`src/rtl/ct_rtu_ptr_pkg.sv`:
```
`default_nettype none
// ============================================================================
// Module      : ct_rtu_ptr_pkg
// Description : Shared RTU pointer constants and types.
//               - ENTRY_NUM = 96 entries.
//               - PTR_WIDTH = 7-bit binary pointer.
// Revision    : 1.0 - initial release
// ============================================================================
package ct_rtu_ptr_pkg;

   localparam int ENTRY_NUM = 96;
   localparam int PTR_WIDTH = 7;

   typedef logic [PTR_WIDTH-1:0] ptr_t;
   typedef logic [ENTRY_NUM-1:0] expand_t;

endpackage : ct_rtu_ptr_pkg
`default_nettype wire

```
`src/rtl/ct_rtu_decode_96.sv`:
```
`default_nettype none
// ============================================================================
// Module      : ct_rtu_decode_96
// Description : Combinational 7-bit binary to 96-bit one-hot decoder.
//               Inputs of 96 or more decode to all zeros.
// Revision    : 1.0 - initial release
// ============================================================================
module ct_rtu_decode_96
   import ct_rtu_ptr_pkg::*;
(
   input  logic [PTR_WIDTH-1:0] i_ptr,
   output logic [ENTRY_NUM-1:0] o_expand
);

   // One comparator per entry; out-of-range inputs match no entry.
   for (genvar i = 0; i < ENTRY_NUM; i++) begin : g_entry
      assign o_expand[i] = (i_ptr == PTR_WIDTH'(i));
   end

endmodule : ct_rtu_decode_96
`default_nettype wire

```
`src/rtl/ct_rtu_ptr_dec_96.sv`:
```
`default_nettype none
// ============================================================================
// Module      : ct_rtu_ptr_dec_96
// Description : 96-entry RTU circular pointer with wrap flag, held in binary
//               and decoded to one-hot for ptr, ptr+1 and ptr+2 (mod 96).
//               Supports advance by 0..3 and flush load (load wins over inc).
//               Optional sticky illegal-load flag is enabled by defining the
//               macro CT_RTU_PTR_ERR_CHK_EN; otherwise x_ptr_err is tied to 0.
// Revision    : 1.0 - initial release
// ============================================================================
module ct_rtu_ptr_dec_96
   import ct_rtu_ptr_pkg::*;
#(
   parameter logic [PTR_WIDTH-1:0] RST_PTR = 7'd0
) (
   input  logic                 forever_cpuclk,
   input  logic                 cpurst,
   input  logic                 ptr_inc_vld,
   input  logic [1:0]           ptr_inc_num,
   input  logic                 ptr_load_vld,
   input  logic [PTR_WIDTH-1:0] ptr_load_val,
   input  logic                 ptr_load_flip,
   output logic [PTR_WIDTH-1:0] x_ptr,
   output logic                 x_ptr_flip,
   output logic [ENTRY_NUM-1:0] x_ptr0_expand,
   output logic [ENTRY_NUM-1:0] x_ptr1_expand,
   output logic [ENTRY_NUM-1:0] x_ptr2_expand,
   output logic                 x_ptr_err
);

   localparam logic [PTR_WIDTH:0]   c_ENTRY_SUM  = (PTR_WIDTH+1)'(ENTRY_NUM);
   localparam logic [PTR_WIDTH-1:0] c_LAST_ENTRY = PTR_WIDTH'(ENTRY_NUM - 1);

   // Modular add of a small offset (0..3) onto a legal pointer.
   function automatic ptr_t f_add_mod(input ptr_t ptr, input logic [1:0] num);
      logic [PTR_WIDTH:0] sum;
      sum = {1'b0, ptr} + {{(PTR_WIDTH-1){1'b0}}, num};
      if (sum >= c_ENTRY_SUM) begin
         return PTR_WIDTH'(sum - c_ENTRY_SUM);
      end
      return sum[PTR_WIDTH-1:0];
   endfunction

   ptr_t ptr_q, ptr_d;
   logic flip_q, flip_d;
   ptr_t w_inc_ptr;
   logic w_inc_wrap;
   logic w_load_ok;
   ptr_t w_ptr1;
   ptr_t w_ptr2;

   assign w_inc_ptr  = f_add_mod(ptr_q, ptr_inc_num);
   // The offset is far smaller than the ring, so a wrap is exactly a decrease.
   assign w_inc_wrap = (w_inc_ptr < ptr_q);
   assign w_load_ok  = (ptr_load_val <= c_LAST_ENTRY);
   assign w_ptr1     = f_add_mod(ptr_q, 2'd1);
   assign w_ptr2     = f_add_mod(ptr_q, 2'd2);

   // Next pointer/flip: load beats inc; illegal loads leave state untouched.
   always_comb begin
      ptr_d  = ptr_q;
      flip_d = flip_q;
      if (ptr_load_vld) begin
         if (w_load_ok) begin
            ptr_d  = ptr_load_val;
            flip_d = ptr_load_flip;
         end
      end else if (ptr_inc_vld) begin
         ptr_d  = w_inc_ptr;
         flip_d = flip_q ^ w_inc_wrap;
      end
   end

   // Pointer and wrap-flag registers with synchronous reset.
   always_ff @(posedge forever_cpuclk) begin
      if (cpurst) begin
         ptr_q  <= RST_PTR;
         flip_q <= 1'b0;
      end else begin
         ptr_q  <= ptr_d;
         flip_q <= flip_d;
      end
   end

`ifdef CT_RTU_PTR_ERR_CHK_EN
   logic err_q, err_d;

   // Sticky flag: any illegal load sets it until reset.
   always_comb begin
      err_d = err_q | (ptr_load_vld & ~w_load_ok);
   end

   // Error flag register with synchronous reset.
   always_ff @(posedge forever_cpuclk) begin
      if (cpurst) begin
         err_q <= 1'b0;
      end else begin
         err_q <= err_d;
      end
   end

   assign x_ptr_err = err_q;
`else
   assign x_ptr_err = 1'b0;
`endif

   assign x_ptr      = ptr_q;
   assign x_ptr_flip = flip_q;

   ct_rtu_decode_96 u_dec_ptr0 (
      .i_ptr    (ptr_q),
      .o_expand (x_ptr0_expand)
   );

   ct_rtu_decode_96 u_dec_ptr1 (
      .i_ptr    (w_ptr1),
      .o_expand (x_ptr1_expand)
   );

   ct_rtu_decode_96 u_dec_ptr2 (
      .i_ptr    (w_ptr2),
      .o_expand (x_ptr2_expand)
   );

endmodule : ct_rtu_ptr_dec_96
`default_nettype wire

```
`config.mk`:
```
export PLATFORM = sky130hd
export DESIGN_NAME = ct_rtu_ptr_dec_96
export DESIGN_NICKNAME = d
export VERILOG_FILES = /design/src/rtl/ct_rtu_ptr_pkg.sv /design/src/rtl/ct_rtu_decode_96.sv /design/src/rtl/ct_rtu_ptr_dec_96.sv
export SDC_FILE = /design/constraint.sdc
export NUM_CORES = 1
export LEC_CHECK = 0
export ABC_CLOCK_PERIOD_IN_PS = 3500
export CORE_AREA = 2 2 121 123
export DETAILED_ROUTE_END_ITERATION = 8
export DIE_AREA = 0 0 123 125
export PLACE_DENSITY_LB_ADDON = 0.05
export SETUP_SLACK_MARGIN = 0.4
export SLEW_MARGIN = 20
export SYNTH_ARGS = -nofsm -noshare
export SYNTH_HDL_FRONTEND = slang
export SYNTH_SLANG_ARGS = --single-unit
```
`constraint.sdc`:
```
create_clock -name forever_cpuclk -period 3.5 [get_ports forever_cpuclk]
set_input_delay 0.525 -clock forever_cpuclk [delete_from_list [all_inputs] [get_ports forever_cpuclk]]
set_output_delay 0.525 -clock forever_cpuclk [all_outputs]
set_load 0.01 [all_outputs]
```
==> out/qor.yml, run 1 <==
drt:
  wl_per_cell_um: 17.4
  firstDrtPassIters: 4
  via_count: 4630
  post_drt_via_cell_ratio: 4.53
  drc_errors: 0
  antenna_left: 0
  dr.first_iter.drc_count: 180
  routed_wl_mm: 17.8
worst_setup_path:
  criticalPathCategory: "primary input to flip-flop"
  worstPathMaxFanout: 6
  worstPathArrival_ps: 3250
  rr_worst_depth: 13
  end_kind: "flip-flop"
  cp.required_ps: 3660
  startpoint_type: "primary input"
logic_synthesis:
  yosysTopAreaCellShare_pct: 42.7
  synth_most_common_cell: "nor2_1"
  syn_nets: 560
  synthTopCellsByArea: "nor2_1, nand2_1, dfxtp_1, ha_1, clkbuf_1"
  synth-seq-cells: 8
  synth_edf_count: 0
  synthTopCellsByCount: "nor2_1, nand2_1, clkbuf_1"
  synth_flop_cell: "dfxtp_1"
  ys.warnings.count: 0
  synth-async-reset-ratio_pct: 0
  yosysUniqueCellTypes: 53
  synth_cells: 537
  avgSynthCellArea_sq_um: 5.05
  yosysTopAreaCell: "nor2_1"
  seq_area_frac_synth_pct: 5.90
  synth_area_sq_um: 2710
layout:
  fin_cells: 1022
  diodes: 0
  nets: 863
  final_area_sq_um: 6380
  drive_above_1_share_pct: 10.1
  fillers: 1481
  syn_to_final_growth_pct: 135
  final_util_pct: 44.9
placed_design:
  detailed_place_hpwl_mm: 13.4
  place_area_sq_um: 5960
  port_buffers: 309
  dpl.cell_count: 1003
  gp_congestion: 0.849
cts:
  cts_tree: "yes"
  clockBufferDepth: 2
  cts-root-buf: "clkbuf_16"
  cts_buffers: 3
  htreeDepth: 1
  clock_latency_ps: 240
  cts.sinks: 8
  ctsHoldBuffers: 0
  clkTransAtPathRegs_ps: 40
sta:
  grt_setup_unrepaired: "yes"
  period_share_pct: 88.3
  slew_violations: 0
  fmax_mhz: 324
  relSlewSlack_pct: 58.3
  timing.final.hold_violations: 0
  tightestPinTransition_ps: 624
  fin_crit_ps: 3090
  clock_skew_ps: 3.45
  setup_viol: 0
floorplanning:
  row_count: 44
  core_area_sq_um: 14200
  fp.dieW_um: 123
  die_area_sq_um: 15400
  initial_core_util_pct: 19.1
  die_h_um: 125
  io_pins: 311
power_and_ir_drop:
  combPwrFrac_pct: 64.6
  p_clk_share_pct: 22.4
  switchingPower_uw: 406
  seqPwrFrac_pct: 13.0
  vdd_drop_max_v: 0.000128
  switching_share_pct: 45.6
  p_int_uw: 485
  leakagePower_nw: 2.27
  power_density_nw_per_um2: 140
global_routing:
  grt_pass1_vias: 4212
  grt.total_usage_pct: 21.6
  grt_pass1_wl_mm: 26.2
  grt_max_degree: 25
  grt_antenna_before_repair: 0
  grt-ovfl-total: 0
min_path:
  hold_depth: 2
  min_path_type: "flip-flop to flip-flop"
run:
  maxCapViolCount: 0
run_status:
  status: "complete, no violations"
-- area by class of cell --
cell class | count | area (sq um) | area share [%]
Timing Repair Buffer | 346 | 3450 | 54.0
Multi-Input combinational cell | 469 | 2420 | 37.9
Tap cell | 184 | 230 | 3.61
Sequential cell | 8 | 165 | 2.59
Clock buffer | 3 | 75.1 | 1.18
Inverter | 12 | 45.0 | 0.706
-- cells by family (layout without fill, tap and decap cells) --
group | count (synthesis) | after routing | synth area share (%)
AND/OR/NAND/NOR | 401 | 401 | 61.0
buffers and inverters | 60 | 361 | 10.8
AO/OA/AOI/OAI | 43 | 43 | 11.8
XOR/XNOR | 10 | 10 | 4.06
adder cells (fa/ha/maj) | 9 | 9 | 4.43
flip-flops | 8 | 8 | 5.90
multiplexers | 5 | 5 | 1.94
other | 1 | 1 | 0.138
-- final timing paths --
| check | from | end | slack, ps |
|---|---|---|---|
| hold / removal | x_ptr_flip$_SDFFE_PP0P_ | x_ptr_flip$_SDFFE_PP0P_ | 530 |
| setup / recovery | ptr_inc_num[0] | x_ptr_flip$_SDFFE_PP0P_ | 410 |
| setup reg to reg | x_ptr[1]$_SDFFE_PP0P_ | x_ptr_flip$_SDFFE_PP0P_ | 510 |
| hold reg to reg | x_ptr_flip$_SDFFE_PP0P_ | x_ptr_flip$_SDFFE_PP0P_ | 530 |
-- through the flow --
stage	setup slack, ps	TNS, ps	hold WS [ps]	total power, mW
finish	410	0	532	0.891
global route	242	0	564	0.949
CTS	356	0	538	0.869
detailed placement	-27.5	-27.5	515	0.633
global placement	57.2	0	509	0.631
floorplan	666	0	533	0.416
-- critical path: stages --
cell and delay [ps]:
dlygate4sd2_1 230, ha_2 190, inv_1 50, fa_2 340
buf_6 140, a21oi_4 110, xnor2_1 90, a22oi_1 220
inv_1 120, ha_4 230, nand2_1 60, a221o_1 110
o211ai_1 110, or4_1 550, a31oi_1 170
-- state kept, by name (all words and copies together) (netlist names) --
register and cells:
x_ptr_flip 1, x_ptr 7
-- power by group through the flow --
stage | Combinational [mW] | Sequential (mW) | Clock, mW
2_1_floorplan | 0.301 | 0.115 | 0
3_3_place_gp | 0.515 | 0.116 | 0
3_5_place_dp | 0.517 | 0.116 | 0
4_1_cts | 0.552 | 0.115 | 0.202
5_1_grt | 0.625 | 0.118 | 0.206
6_report | 0.575 | 0.116 | 0.200
-- placed cells by master, fill, tap and decap left out, types with 5 or more instances in the layout --
cell type,synthesis,final
nand3_1,8,7
o21ai_0,7,7
buf_4,6,30
dlymetal6s2s_1,0,7
clkdlybuf4s50_1,0,301
a21oi_1,12,8
nor2b_1,10,8
nor2_1,309,308
ha_1,8,5
nand2_1,50,46
inv_1,10,10
-- routing by layer --
metal / global-route usage [%] / routed length (um)
met1: 27.2 / 7370
met2: 40.1 / 9230
met3: 2.24 / 918
met4: 2.81 / 252
met5: 0 / 0
-- what timing repair did --
action	in CTS	in global routing
setup endpoints to repair	148	182
resized for setup	14	31
endpoints found under the hold margin	0	0
pin swaps	7	10
setup buffers	12	4
Power figures use the tool's default switching activity.
==> inputs of run 2 (changes only) <==
- ABC_CLOCK_PERIOD_IN_PS: 3500 -> 3700
- CORE_AREA: 2 2 121 123 -> 2 2 120 122
- CTS_BUF_LIST: default -> sky130_fd_sc_hd__clkbuf_16
- DIE_AREA: 0 0 123 125 -> 0 0 122 124
- PLACE_DENSITY_LB_ADDON: 0.05 -> default
- clock period: 3.5 -> 3.7 ns (I/O delays scaled with it)
==> out/qor.yml, run 2 (same netlist as run 1, synthesis figures left out) <==
power_and_ir_drop:
  switchingPower_uw: 360  # -11%
  power_density_nw_per_um2: 128  # -8.0%
  switching_share_pct: 45.8  # +0.20 points
  p_int_uw: 427  # -12%
  p_clk_share_pct: 22.9  # +0.5 points
  leakagePower_nw: 2.06  # -9.3%
  combPwrFrac_pct: 63.2  # -1.4 points
  seqPwrFrac_pct: 13.9  # +0.9 points
  vdd_drop_max_v: 0.000155  # +21%
worst_setup_path:
  cp_slowest_cell: "clkdlybuf4s50_1"
  worst_r2r_startpoint: "x_ptr[1]$_SDFFE_PP0P_"
  worstPathArrival_ps: 3410  # +160 ps
  startpoint: "ptr_inc_num[0]"
  path_depth: 15  # unchanged
  regToRegSetupSlack_ps: 820  # +310 ps
  r2r_end: "x_ptr_flip$_SDFFE_PP0P_"
  criticalPathCategory: "primary input to flip-flop"
  path_cells: "clkdlybuf4s50_1 -> ha_2 -> inv_1 -> fa_2 -> buf_4 -> a21oi_2 -> xnor2_1 -> a22oi_2 -> inv_1 -> ha_1 -> nand2_1 -> a221o_1 -> o211ai_1 -> or4_1 -> a31oi_1"
  crit_end: "x_ptr_flip$_SDFFE_PP0P_"
  critPathTopFamily: "adder cells"
  cp.required_ps: 3860  # +200 ps
  crit_top_cell: "inv_1"
  worstPathMaxFanout: 6  # unchanged
  path_buf_inv: 4  # unchanged
  critPathMaxStageDelay_ps: 490  # -60 ps
  end_kind: "flip-flop"
  startpoint_type: "primary input"
  rr_worst_depth: 13  # unchanged
min_path:
  min_path_type: "flip-flop to flip-flop"
floorplanning:
  io_pins: 311  # unchanged
  die_area_sq_um: 15100  # -1.6%
  core_area_sq_um: 13700  # -3.4%
  die_h_um: 124  # -0.80%
  fp.dieW_um: 122  # -0.81%
  initial_core_util_pct: 19.8  # +0.67 points
  row_count: 43  # -2.3%
layout:
  nets: 856  # -0.81%
  final_cell_mix: "nor2_1, clkdlybuf4s50_1, nand2_1"
  largest_register_ffs: 7  # unchanged
  drive_above_1_share_pct: 7.46  # -2.7 points
  diodes: 0  # unchanged
  syn_to_final_growth_pct: 126
drt:
  via_count: 4462  # -3.6%
  antenna_left: 0  # unchanged
  post_drt_via_cell_ratio: 4.41  # -2.6%
  wl_per_cell_um: 17.3  # -0.53%
  routed_wl_mm: 17.5  # -1.6%
  drc_errors: 0  # unchanged
  firstDrtPassIters: 7  # +3
  dr.first_iter.drc_count: 306  # +70%
sta:
  fin_crit_ps: 3250
  tightestPinTransition_ps: 771  # +147 ps
  setup_slack_ps: 449  # +38.8 ps
  setup_viol: 0  # unchanged
  period_share_pct: 87.9
  timing.final.hold_violations: 0  # unchanged
  fmax_mhz: 308
  slew_violations: 0  # unchanged
  tns_ps: 0  # unchanged
  relSlewSlack_pct: 48.5  # -9.8 points
  grt_setup_unrepaired: "yes"
  clock_skew_ps: 2.98  # -0.467 ps
cts:
  cts_tree: "yes"
  cts.sinks: 8  # unchanged
  clockBufferDepth: 2  # unchanged
  cts_buffers: 3  # unchanged
  clock_latency_ps: 230  # about the same
  ctsHoldBuffers: 0  # unchanged
  clkTransAtPathRegs_ps: 40  # about the same
  htreeDepth: 1  # unchanged
  cts-root-buf: "clkbuf_16"
global_routing:
  grt_max_degree: 24  # -4.0%
  grt_pass1_wl_mm: 24.1  # -7.7%
  grt_antenna_before_repair: 0  # unchanged
  grt-ovfl-total: 0  # unchanged
  grt_pass1_vias: 3743  # -11%
  grt.total_usage_pct: 20.6  # -0.99 points
placed_design:
  detailed_place_hpwl_mm: 13.6  # +1.8%
  dp_slack_ps: 143  # +170 ps
  gp_congestion: 0.797  # -6.1%
  port_buffers: 309  # unchanged
run:
  maxCapViolCount: 0  # unchanged
run_status:
  status: "complete, no violations"
[run 2: stage by stage]
| step | std cells | power, mW | area [sq um] | hold WS (ps) | utilization [%] |
|---|---|---|---|---|---|
| 2_1_floorplan | 537 | 0.393 | 2710 | 533 | - |
| 3_3_place_gp | 999 | 0.597 | 5940 | 512 | 43.3 |
| 3_5_place_dp | 999 | 0.596 | 5940 | 517 | 43.3 |
| 4_1_cts | 1005 | 0.787 | 6050 | 538 | 44.1 |
| 5_1_grt | 1011 | 0.844 | 6130 | 581 | 44.7 |
| 6_report | 1011 | 0.787 | 6130 | 531 | 44.7 |
[run 2: layer usage]
metal | track usage (%) | wire, um | vias to the layer above
met2 | 38.5 | 9190 | 149
li1 | - | - | 2263
met4 | 2.73 | 221 | 0
met5 | 0 | 0 | -
met3 | 2.75 | 946 | 15
met1 | 25.7 | 7130 | 2035
[run 2: what timing repair did]
| action | CTS | global route |
|---|---|---|
| gates resized for setup | 3 | 9 |
| cloned | 0 | 0 |
| buffers inserted | 3 | 6 |
| pin swaps | 2 | 4 |
| endpoints found under the setup margin | 31 | 95 |
[run 2: tightest hold or removal path, delay by kind of cell, from the launching register on]
kind | cells | cell delay (ps)
AND/OR/NAND/NOR | 1 | 80
flip-flops | 1 | 320
AO/OA/AOI/OAI | 1 | 70
[run 2: layout make-up]
type / instances / area (sq um)
Inverter: 12 / 45.0
Clock buffer: 3 / 75.1
Fill cell: 1452 / 7580
Multi-Input combinational cell: 469 / 2310
Tap cell: 180 / 225
Sequential cell: 8 / 164
Timing Repair Buffer: 339 / 3320
[run 2: power by group through the flow]
stage                     Combinational (mW)  Sequential [mW]  Clock, mW
final                                  0.497            0.110      0.180
after global routing                   0.543            0.112      0.190
after CTS                              0.494            0.109      0.184
after detailed placement               0.485            0.111          0
after global placement                 0.487            0.111          0
after floorplan                        0.285            0.109          0
[run 2: how the worst min path moves through the flow]
| stage | from | to | cells after the start |
|---|---|---|---|
| finish | x_ptr_flip$_SDFFE_PP0P_ | x_ptr_flip$_SDFFE_PP0P_ | 2 |
| global route | x_ptr_flip$_SDFFE_PP0P_ | x_ptr_flip$_SDFFE_PP0P_ | 2 |
| CTS | x_ptr_flip$_SDFFE_PP0P_ | x_ptr_flip$_SDFFE_PP0P_ | 2 |
| detailed placement | x_ptr_flip$_SDFFE_PP0P_ | x_ptr_flip$_SDFFE_PP0P_ | 2 |
| global placement | x_ptr_flip$_SDFFE_PP0P_ | x_ptr_flip$_SDFFE_PP0P_ | 2 |
| floorplan | x_ptr_flip$_SDFFE_PP0P_ | x_ptr_flip$_SDFFE_PP0P_ | 2 |
==> inputs of run 3 (changes only) <==
- CORE_AREA: 2 2 120 122 -> 2 2 122 124
- DIE_AREA: 0 0 122 124 -> 0 0 124 126
- SYNTH_HIERARCHICAL: default -> 1
==> out/qor.yml, run 3 <==
run_status:
  status: "complete, no violations"
cts:
  htreeDepth: 1  # unchanged
  cts_tree: "yes"
  cts-root-buf: "clkbuf_16"
  ctsHoldBuffers: 0  # unchanged
  clockBufferDepth: 2  # unchanged
  clkTransAtPathRegs_ps: 40  # about the same
  clock_latency_ps: 230  # about the same
  cts.sinks: 8  # unchanged
  cts_buffers: 3  # unchanged
worst_setup_path:
  criticalPathCategory: "flip-flop to output pin"
  startpoint_type: "flip-flop"
  cp.required_ps: 3140  # -720 ps
  startpoint: "x_ptr[2]$_SDFFE_PP0P_"
  path_depth: 10  # -5
  path_buf_inv: 2  # -2
  critPathTopFamily: "simple AND/OR/NAND/NOR gates"
  worstPathArrival_ps: 2810  # -600 ps
  path_cells: "ha_4 -> and3_4 -> and2_4 -> a21oi_2 -> xnor2_1 -> o21ai_2 -> buf_6 -> or3_4 -> nor2_1 -> clkdlybuf4s50_1"
  rr_worst_depth: 12  # -1
  worstPathMaxFanout: 16  # +10
  critPathMaxStageDelay_ps: 560  # +70 ps
  worst_r2r_startpoint: "x_ptr[0]$_SDFFE_PP0P_"
  cp_slowest_cell: "clkdlybuf4s50_1"
  end_kind: "output pin"
logic_synthesis:
  synth-seq-cells: 8  # unchanged
  seq_area_frac_synth_pct: 5.39  # -0.51 points
  synth_area_sq_um: 2970  # +9.4%
  avgSynthCellArea_sq_um: 5.50  # +8.8%
  synthTopCellsByCount: "nor2_1, buf_2, clkbuf_1"
  ys.warnings.count: 6  # +6
  yosysTopAreaCell: "nor2_1"
  synth_edf_count: 0  # unchanged
  synth_cells: 540  # +0.56%
  synthTopCellsByArea: "nor2_1, nand4bb_1, buf_2, dfxtp_1, ha_1"
  yosysUniqueCellTypes: 52  # -1.9%
  syn_nets: 565  # +0.89%
  yosysTopAreaCellShare_pct: 37.5  # -5.2 points
  synth_most_common_cell: "nor2_1"
  synth_flop_cell: "dfxtp_1"
  synth-async-reset-ratio_pct: 0  # unchanged
global_routing:
  grt-ovfl-total: 0  # unchanged
  grt_max_degree: 27  # +13%
  grt_antenna_before_repair: 0  # unchanged
  grt_pass1_vias: 3715  # -0.75%
  grt_pass1_wl_mm: 22.2  # -8.1%
  grt.total_usage_pct: 17.5  # -3.1 points
floorplanning:
  die_h_um: 126  # +1.6%
  row_count: 44  # +2.3%
  core_area_sq_um: 14300  # +4.3%
  die_area_sq_um: 15600  # +3.3%
  fp.dieW_um: 124  # +1.6%
  io_pins: 311  # unchanged
  initial_core_util_pct: 20.7  # +0.96 points
drt:
  wl_per_cell_um: 16.3  # -5.6%
  dr.first_iter.drc_count: 214  # -30%
  drc_errors: 0  # unchanged
  via_count: 4737  # +6.2%
  antenna_left: 0  # unchanged
  routed_wl_mm: 16.6  # -5.2%
  post_drt_via_cell_ratio: 4.66  # +5.6%
  firstDrtPassIters: 4  # -3
layout:
  largest_register_ffs: 7  # unchanged
  final_area_sq_um: 6820  # +11%
  final_util_pct: 47.6  # +2.9 points
  syn_to_final_growth_pct: 130
  fillers: 1475  # +1.6%
  final_common_cell: "nor2_1"
  final_cell_mix: "nor2_1, clkdlybuf4s50_1, dlymetal6s2s_1"
  drive_above_1_share_pct: 10.7  # +3.2 points
  diodes: 0  # unchanged
  nets: 859  # +0.35%
placed_design:
  gp_congestion: 0.791  # -0.79%
  place_area_sq_um: 6050  # +1.9%
  port_buffers: 309  # unchanged
  detailed_place_hpwl_mm: 11.7  # -14%
sta:
  timing.final.hold_violations: 0  # unchanged
  relSlewSlack_pct: 48.8  # +0.36 points
  period_share_pct: 91.0  # +3.1 points
  fin_crit_ps: 3370  # +115 ps
  fmax_mhz: 297  # -3.4%
  tns_ps: 0  # unchanged
  grt_setup_unrepaired: "yes"
  clock_skew_ps: 1.95  # -1.04 ps
  slew_violations: 0  # unchanged
  setup_viol: 0  # unchanged
  tightestPinTransition_ps: 765  # -5.91 ps
min_path:
  hp-start: "x_ptr_flip$_SDFFE_PP0P_"
  hold_depth: 2  # unchanged
  min_path_type: "flip-flop to flip-flop"
power_and_ir_drop:
  leakagePower_nw: 3.82  # +85%
  power_density_nw_per_um2: 132  # +2.7%
  vdd_drop_max_v: 0.000149  # -4.2%
run:
  maxCapViolCount: 0  # unchanged
run 3: cell types whose count changed in the layout (fill, tap and decap cells not counted), sizes merged, moves of 5 or more:
cell | before | now
buf | 30 | 41
nand2 | 50 | 13
or3b | 1 | 15
a31oi | 7 | 1
nand4b | 1 | 13
nand4bb | 0 | 18
or4b | 0 | 12
a21oi | 13 | 6
nor2 | 310 | 297
clkdlybuf4s50 | 309 | 220
nand3b | 1 | 6
nor2b | 10 | 1
dlymetal6s2s | 0 | 89
run 3: per-layer routing:
metal / global-route usage, % / vias to the layer above / routed length (um)
li1: - / 2352 / -
met1: 23.0 / 2208 / 7160
met2: 31.9 / 163 / 8380
met3: 1.45 / 14 / 929
met4: 2.12 / 0 / 118
met5: 0 / - / 0
run 3: cells by family after synthesis:
group                    Yosys count  share of synthesized area, %
AO/OA/AOI/OAI                     34                          8.09
adder cells (fa/ha/maj)           11                          4.89
other                              1                         0.126
XOR/XNOR                           9                          2.66
multiplexers                       5                          1.69
AND/OR/NAND/NOR                  394                          63.9
flip-flops                         8                          5.39
buffers and inverters             78                          13.3
run 3: final cells by class:
type	count	area, sq um	share of cell area [%]
timing repair buffer	350	3660	53.7
tap	184	230	3.38
sequential	8	166	2.44
clock buffer	3	75.1	1.10
multi-input combinational	462	2650	38.9
inverter	9	37.5	0.551
run 3: repair_timing:
action | 4_1_cts | 5_1_grt
pin swaps | 2 | 10
setup buffers | 1 | 24
endpoints found under the setup margin | 155 | 191
gates resized for setup | 17 | 126
gates cloned | 0 | 8
run 3: worst paths after layout:
| kind | to | slack, ps |
|---|---|---|
| min reg2reg | x_ptr_flip$_SDFFE_PP0P_ | 590 |
| max | x_ptr1_expand[6] | 330 |
| min | x_ptr_flip$_SDFFE_PP0P_ | 590 |
| max reg2reg | x_ptr_flip$_SDFFE_PP0P_ | 810 |
run 3: stage by stage:
step / hold WS, ps / total power, mW / setup slack (ps) / cells
finish: 585 / 0.899 / 334 / 1016
global route: 630 / 0.955 / 200 / 1016
CTS: 589 / 0.820 / 273 / 984
detailed placement: 574 / 0.621 / 255 / 980
global placement: 568 / 0.623 / 288 / 980
floorplan: 588 / 0.440 / 557 / 540
run 3: worst min-delay path: cells and delay by family (launching register included):
family / cells / cell delay, ps
AO/OA/AOI/OAI: 2 / 180
flip-flops: 1 / 370
run 3: power by group:
part	total, mW	switching (mW)	internal [mW]	leakage (nW)
Sequential	0.112	0.0167	0.0958	0.0679
Clock	0.183	0.0435	0.139	0.0370
Combinational	0.604	0.335	0.269	3.72
